$ cat config.mk
export PLATFORM = sky130hd
export DESIGN_NAME = rf_wb_arbiter
export DESIGN_NICKNAME = d
export VERILOG_FILES = /design/src/rtl/rf_wb_arbiter.sv
export SDC_FILE = /design/constraint.sdc
export NUM_CORES = 1
export LEC_CHECK = 0
export CAP_MARGIN = 25
export CORE_MARGIN = 5
export CORE_UTILIZATION = 40
export CTS_CLUSTER_DIAMETER = 150
export DETAILED_ROUTE_END_ITERATION = 8
export HOLD_SLACK_MARGIN = 0.08
export PLACE_DENSITY = 0.83
export SLEW_MARGIN = 20
export SYNTH_ARGS = -nofsm -noshare
export SYNTH_HDL_FRONTEND = slang
export SYNTH_SLANG_ARGS = --single-unit
$ cat constraint.sdc
create_clock -name clk -period 5.19 [get_ports clk]
set_input_delay 1.2975 -clock clk [delete_from_list [all_inputs] [get_ports clk]]
set_output_delay 1.2975 -clock clk [all_outputs]
set_load 0.02 [all_outputs]
$ cat src/rtl/rf_wb_arbiter.sv
// Arbitrates the register file write port between pipeline writeback and a buffered
// long-latency result, with starvation forcing and a pending-register scoreboard.
module rf_wb_arbiter #(
  parameter int DATA_W       = 32,
  parameter int ADDR_W       = 5,
  parameter int STARVE_LIMIT = 4,
  parameter int CNT_W        = 3
) (
  input  logic              clk,
  input  logic              rst,
  input  logic              wb_we_i,
  input  logic [ADDR_W-1:0] wb_rd_i,
  input  logic [DATA_W-1:0] wb_data_i,
  input  logic              lu_valid_i,
  input  logic [ADDR_W-1:0] lu_rd_i,
  input  logic [DATA_W-1:0] lu_data_i,
  output logic              lu_ready_o,
  input  logic              iss_valid_i,
  input  logic [ADDR_W-1:0] iss_rd_i,
  input  logic [ADDR_W-1:0] rs1_i,
  input  logic [ADDR_W-1:0] rs2_i,
  output logic              rs1_pending_o,
  output logic              rs2_pending_o,
  output logic              stall_o,
  output logic              rf_we_o,
  output logic [ADDR_W-1:0] rf_ad_o,
  output logic [DATA_W-1:0] rf_wd_o
);
  localparam int NREG = 1 << ADDR_W;
  localparam logic [CNT_W-1:0] LIMIT = CNT_W'(STARVE_LIMIT);

  logic              buf_valid_q, buf_valid_d;
  logic [ADDR_W-1:0] buf_rd_q, buf_rd_d;
  logic [DATA_W-1:0] buf_data_q, buf_data_d;
  logic [CNT_W-1:0]  wait_cnt_q, wait_cnt_d;
  logic [NREG-1:0]   pending_q, pending_d;

  logic force_grant, wb_ok, buf_grant, accept;

  // Reset masks every write so a buffered result caught by reset is never committed.
  always_comb begin
    force_grant = !rst && buf_valid_q && (wait_cnt_q == LIMIT);
    wb_ok       = !rst && wb_we_i && (wb_rd_i != '0);
    buf_grant   = !rst && buf_valid_q && (force_grant || !wb_ok);
    accept      = lu_valid_i && lu_ready_o;
  end

  always_comb begin
    rf_we_o = 1'b0;
    rf_ad_o = '0;
    rf_wd_o = '0;
    if (buf_grant) begin
      rf_we_o = 1'b1;
      rf_ad_o = buf_rd_q;
      rf_wd_o = buf_data_q;
    end else if (wb_ok) begin
      rf_we_o = 1'b1;
      rf_ad_o = wb_rd_i;
      rf_wd_o = wb_data_i;
    end
  end

  assign stall_o       = force_grant;
  assign lu_ready_o    = !buf_valid_q && !rst;
  assign rs1_pending_o = pending_q[rs1_i];
  assign rs2_pending_o = pending_q[rs2_i];

  // Accept only happens with the buffer empty, so it never collides with a drain.
  always_comb begin
    buf_valid_d = buf_valid_q;
    buf_rd_d    = buf_rd_q;
    buf_data_d  = buf_data_q;
    wait_cnt_d  = wait_cnt_q;
    if (buf_grant) begin
      buf_valid_d = 1'b0;
      wait_cnt_d  = '0;
    end else if (buf_valid_q && wait_cnt_q != LIMIT) begin
      wait_cnt_d  = wait_cnt_q + 1'b1;
    end
    if (accept && lu_rd_i != '0) begin
      buf_valid_d = 1'b1;
      buf_rd_d    = lu_rd_i;
      buf_data_d  = lu_data_i;
      wait_cnt_d  = '0;
    end
  end

  // Set is applied after clear so a same-cycle reissue keeps the register pending.
  always_comb begin
    pending_d = pending_q;
    if (buf_grant) pending_d[buf_rd_q] = 1'b0;
    if (iss_valid_i && iss_rd_i != '0) pending_d[iss_rd_i] = 1'b1;
    pending_d[0] = 1'b0;
  end

  always_ff @(posedge clk) begin
    if (rst) begin
      buf_valid_q <= 1'b0;
      buf_rd_q    <= '0;
      buf_data_q  <= '0;
      wait_cnt_q  <= '0;
      pending_q   <= '0;
    end else begin
      buf_valid_q <= buf_valid_d;
      buf_rd_q    <= buf_rd_d;
      buf_data_q  <= buf_data_d;
      wait_cnt_q  <= wait_cnt_d;
      pending_q   <= pending_d;
    end
  end
endmodule
======== After elaboration in Yosys (flattened, before gate mapping) ========
Cells that the tools add are included.
word-level totals
  word-level logic and storage cells ...... 57
  output and inout port bits .............. 42
  flip-flop bits (word level) ............. 73
operators by class
  add/sub/neg operators ................... 1
  bitwise gates (word level) .............. 3
  equal/unequal tests ..................... 2
  magnitude comparators ................... 6
  multiplexer cells ....................... 18
  reductions and logical operators ........ 21
operators with widths
  operator             count
  $mux 32              4
  $and 32x32->32       1
  $not 32->32          1
  $or 32x32->32        1
  $lt 5x6->1 const B   4
  $reduce_bool 5->1    3
  $logic_and 1x1->1    12
  $bmux 1 s5           2
  $demux 1 s5          2
  $ge 5x1->1 const B   2
  $mux 5               2
  $mux 1               8
  $add 3x1->3 const B  1
  $eq 3x3->1 const B   1
  $logic_not 1->1      3
  $ne 3x3->1 const B   1
  $reduce_or 3->1      1
  $reduce_bool 2->1    1
  $logic_or 1x1->1     1

======== Longest topological paths before layout ========
  word-level depth ........................ 9
  gate-level depth with buffers ........... 7
  mapped depth without buffers ............ 6

======== Worst setup path before layout ========
No wires, ideal clock.
  path kind ............................... input to output
  start point ............................. input port rs1_i[0]
  end point ............................... output port rs1_pending_o
  path slack .............................. 1.324 ns
  data arrival time ....................... 2.568 ns
  stages .................................. 5
  cells stage by stage .................... clkbuf_1 -> mux4_2 -> nand2b_1 -> o211ai_1 -> nand4_1
on the way
  cells in the longest elaborated chain, start to end .. 2
ends and longest elaborated chain
  item                          RTL line  source
  from (decl)                   20        input logic [ADDR_W-1:0] rs1_i,
  $bmux 1 s5                    65        assign rs1_pending_o = pending_q[rs1_i];
  $mux 1 (not written as such)  65
  to (decl)                     22        output logic rs1_pending_o,
Every way passes these cells. The select of a mux whose other input is x is not followed.

======== Final worst setup path ========
  start point ............................. input port wb_rd_i[2]
  end point ............................... output port rf_ad_o[4]
on the way
  cells in the longest elaborated chain, start to end .. 6
  elaborated cells on any way between the ends .. 7
  classes of those cells .................. 2 x mux; 5 x reduce/logical
ends and longest elaborated chain
  item                 RTL line  source
  from (decl)          12        input logic [ADDR_W-1:0] wb_rd_i,
  $reduce_bool 5->1 *  43        wb_ok = !rst && wb_we_i && (wb_rd_i != '0);
  $logic_and 1x1->1 *  43
  $logic_not 1->1      44        buf_grant = !rst && buf_valid_q && (force_grant || !wb_ok);
  $logic_or 1x1->1     44
  $logic_and 1x1->1    44
  $mux 5 *             52        if (buf_grant) begin
  to (decl)            26        output logic [ADDR_W-1:0] rf_ad_o,
Every way passes the cells marked *; elsewhere a longest branch is shown, timed or not.

==> run_summary.xml <==
<?xml version="1.0" encoding="UTF-8"?>
<metrics>
  <group name="place">
    <metric name="global_placer_s_final_weighted_congestion" unit="">0.887</metric>
    <metric name="worst_setup_timing_slack_at_the_placement_stage" unit="ps">172</metric>
    <metric name="place_inst" unit="">718</metric>
    <metric name="io_buffer_count" unit="">135</metric>
    <metric name="dp_hpwl" unit="µm">9110</metric>
  </group>
  <group name="detailed_routing">
    <metric name="detail-route-antenna-nets" unit="">0</metric>
    <metric name="routed-via-count" unit="">4138</metric>
    <metric name="drt_iter0_drc" unit="">333</metric>
    <metric name="count_of_unresolved_drc_violations_after_routing" unit="">0</metric>
    <metric name="post_drt_wl_per_cell" unit="µm">16.6</metric>
    <metric name="detail_route.wirelength" unit="µm">12200</metric>
    <metric name="detailedRoute.firstPassIterationCount" unit="">4</metric>
    <metric name="detail_route.vias_per_cell" unit="">5.64</metric>
  </group>
  <group name="global_routing">
    <metric name="first_global_vias" unit="">4214</metric>
    <metric name="grt_start_max_net_pins" unit="">40</metric>
    <metric name="grt_pass1_wl" unit="µm">19800</metric>
    <metric name="grt.total_usage" unit="">0.209</metric>
    <metric name="number_of_antenna_violations_at_the_first_check_in_global_routing" unit="">0</metric>
    <metric name="grt-ovfl-total" unit="">0</metric>
  </group>
  <group name="cts">
    <metric name="cts-root-buf" unit="">sky130_fd_sc_hd__clkbuf_8</metric>
    <metric name="cts_hold_buffers" unit="">0</metric>
    <metric name="cts_repair_resize_count" unit="">0</metric>
    <metric name="cts.sinks" unit="">72</metric>
    <metric name="cts_post_setup_buffers_inserted" unit="">0</metric>
    <metric name="cts_inserted_buffers" unit="">9</metric>
    <metric name="path_clk_slew" unit="ps">70</metric>
    <metric name="worst_skew_pair.late_latency" unit="ps">350</metric>
    <metric name="cts_tree" unit="">built</metric>
    <metric name="h_tree_levels" unit="">3</metric>
    <metric name="clockBufferDepth" unit="">2</metric>
  </group>
  <group name="floorplan">
    <metric name="die_width" unit="µm">109</metric>
    <metric name="initial_utilization" unit="">0.408</metric>
    <metric name="floorplan.die.height" unit="µm">109</metric>
    <metric name="design.die.area" unit="µm²">12000</metric>
    <metric name="io_pins" unit="">136</metric>
    <metric name="core_area" unit="µm²">9680</metric>
    <metric name="rows" unit="">36</metric>
  </group>
  <group name="critical_path">
    <metric name="critical_path.cell_chain" unit="">clkdlybuf4s50_1 -&gt; nor4_4 -&gt; a221oi_2 -&gt; nor2_2 -&gt; buf_12 -&gt; mux2_1 -&gt; clkdlybuf4s50_1</metric>
    <metric name="timing.critical_path.slowest_stage_cell" unit="">sky130_fd_sc_hd__clkdlybuf4s50_1</metric>
    <metric name="crit-reg2reg-launch" unit="">wait_cnt_q[0]</metric>
    <metric name="critPathMaxStageDelay" unit="ps">550</metric>
    <metric name="timing.critical_path.arrival" unit="ps">3750</metric>
    <metric name="start_to_end_type_of_the_worst_setup_path" unit="">input port to output pin</metric>
    <metric name="cp_launch_point" unit="">wb_rd_i[2]</metric>
    <metric name="largest_fanout_of_any_net_on_the_critical_path" unit="">37</metric>
    <metric name="critPathLaunchType" unit="">input port</metric>
    <metric name="worst_setup_path_end_kind" unit="">output pin</metric>
    <metric name="critical_path_required" unit="ps">3890</metric>
    <metric name="timing.critical_path.mode_cell" unit="">sky130_fd_sc_hd__clkdlybuf4s50_1</metric>
  </group>
  <group name="timing">
    <metric name="worst_pin_slew" unit="ps">743</metric>
    <metric name="fin_hold_ws" unit="ps">472</metric>
    <metric name="timing.max_slew.rel_slack" unit="">0.503</metric>
    <metric name="finalHoldViolations" unit="">0</metric>
    <metric name="report.final.slew_viol_count" unit="">0</metric>
    <metric name="post-route-period-util" unit="">0.973</metric>
    <metric name="clock.fmax" unit="MHz">198</metric>
    <metric name="final.min_clock_period" unit="ps">5050</metric>
    <metric name="setup_total_negative_slack" unit="ps">0</metric>
    <metric name="grt_setup_unrepaired" unit="">false</metric>
    <metric name="setup_viol" unit="">0</metric>
    <metric name="timing.clock.skew" unit="ps">10.0</metric>
    <metric name="layout_setup_ws" unit="ps">142</metric>
  </group>
  <group name="synthesis">
    <metric name="synth_sequential_area_ratio" unit="">0.365</metric>
    <metric name="synth.cell_area" unit="µm²">3950</metric>
    <metric name="yosysWarnings" unit="">0</metric>
    <metric name="ys_ff_latch" unit="">72</metric>
    <metric name="syn-num-nets" unit="">577</metric>
    <metric name="synth.avg_cell_area" unit="µm²">8.21</metric>
    <metric name="postSynth.asyncResetShare" unit="">0</metric>
    <metric name="cell_count_after_synthesis" unit="">481</metric>
    <metric name="ys_types" unit="">42</metric>
    <metric name="synthMostInstantiatedCell" unit="">sky130_fd_sc_hd__dfxtp_1</metric>
    <metric name="yosys-top-cells-count" unit="">sky130_fd_sc_hd__dfxtp_1, sky130_fd_sc_hd__nand3_1, sky130_fd_sc_hd__inv_1, sky130_fd_sc_hd__nand2_1, sky130_fd_sc_hd__a21oi_1</metric>
    <metric name="yosys.area.top_type_share" unit="">0.365</metric>
    <metric name="synth_flop_cell" unit="">sky130_fd_sc_hd__dfxtp_1</metric>
    <metric name="synth_top_cells_by_area" unit="">sky130_fd_sc_hd__dfxtp_1, sky130_fd_sc_hd__a22o_1, sky130_fd_sc_hd__o31ai_1, sky130_fd_sc_hd__nand3_1, sky130_fd_sc_hd__a21oi_1</metric>
    <metric name="synth-edff-count" unit="">0</metric>
    <metric name="yosys_top_cell_by_area" unit="">sky130_fd_sc_hd__dfxtp_1</metric>
  </group>
  <group name="outcome">
    <metric name="status" unit="">complete, no violations</metric>
  </group>
  <group name="job">
    <metric name="cap_violations" unit="">0</metric>
  </group>
  <group name="cells_and_area">
    <metric name="antennaDiodeCount" unit="">0</metric>
    <metric name="layout_cell_share_with_drive_strength_beyond_1" unit="">0.0632</metric>
    <metric name="final_cell_count_no_fill" unit="">734</metric>
    <metric name="finalNetCount" unit="">692</metric>
    <metric name="syn2layout_area_growth" unit="%">40.5</metric>
  </group>
  <group name="worst_hold_path">
    <metric name="hold_path_startpoint" unit="">buf_data_q[4]</metric>
    <metric name="min_delay_path_class" unit="">flop to flop</metric>
  </group>
  <group name="pwr">
    <metric name="pwr_density_cell" unit="nW/µm²">236</metric>
    <metric name="cellLeakagePower" unit="µW">0.00211</metric>
    <metric name="peakVddDrop" unit="mV">0.150</metric>
  </group>
</metrics>
## critical path, delay by kind of cell
| family | cells | cell delay [ps] |
|---|---|---|
| buf+inv | 3 | 1260 |
| simple gates | 2 | 680 |
| mux | 1 | 360 |
| compound gates | 1 | 140 |
## cell usage in the layout, fill, tap and decap left out, drive strengths merged
master / Yosys / layout
buf: 17 / 7
o31ai: 31 / 31
mux2: 1 / 1
and2: 1 / 1
and3: 2 / 2
nor2: 20 / 20
a221oi: 1 / 1
xor2: 1 / 1
a2111oi: 1 / 1
clkbuf: 21 / 10
nand3b: 5 / 5
or4: 1 / 1
o2111ai: 2 / 2
or3b: 2 / 2
ha: 2 / 2
clkinv: 0 / 5
bufinv: 0 / 1
nor3: 2 / 2
nor2b: 8 / 8
nor4: 4 / 4
a22o: 36 / 36
nand3: 46 / 46
or3: 2 / 2
mux4: 6 / 6
nand4: 2 / 2
nand2: 40 / 40
dfxtp: 72 / 72
nand2b: 8 / 8
mux2i: 19 / 19
a211oi: 2 / 2
clkdlybuf4s50: 0 / 135
a22oi: 6 / 6
a21oi: 38 / 38
inv: 42 / 42
o211ai: 3 / 3
xnor2: 1 / 1
o21ai: 36 / 36
## per-stage QoR
stage / cell area [µm²] / total power [µW] / util
after global placement: 5350 / 870 / 0.553
after detailed placement: 5350 / 877 / 0.553
after floorplan: 3950 / 739 / -
after CTS: 5550 / 1310 / 0.573
after global routing: 5550 / 1370 / 0.573
final: 5550 / 1310 / 0.573
## metal layers
metal,global-route usage,part of all wire,up-vias
li1,-,-,1962
met1,0.250,0.39,1918
met2,0.353,0.48,235
met3,0.0658,0.12,23
met4,0.0703,0.019,0
met5,0,0,-
## registers in the layout, indices dropped and copies added, names as in the netlist
name,flops
wait_cnt_q,3
buf_valid_q,1
buf_data_q,32
buf_rd_q,5
pending_q,31
## kinds of logic after synthesis
family | Yosys count | synth area share
AND/OR/NAND/NOR | 143 | 0.181
XOR/XNOR | 2 | 0.00444
multiplexers | 26 | 0.0852
adder cells (fa/ha/maj) | 2 | 0.00633
flip-flops | 72 | 0.365
AO/OA/AOI/OAI | 156 | 0.272
buffers and inverters | 80 | 0.0858
## report_power, final
group / internal [µW] / switching [µW]
Combinational: 137 / 128
Sequential: 579 / 21.9
Clock: 232 / 210
Total: 948 / 360
## path summary, 6_finish.rpt
| check | end | slack (ps) | cells past startpoint |
|---|---|---|---|
| hold / removal | buf_data_q[4] | 470 | 2 |
| hold reg to reg | buf_data_q[4] | 470 | 2 |
| setup / recovery | rf_ad_o[4] | 140 | 7 |
| setup reg to reg | pending_q[23] | 3380 | 6 |
## area by class of cell
type	instances	area (µm²)
clock buffers	10	138
clock inverters	6	58.8
fillers	839	4130
inverters	42	158
multi-input cells	329	2170
flip-flops and latches	72	1440
well taps	133	166
repair buffers	142	1420
Note: power is estimated with default switching activity, not from simulation.
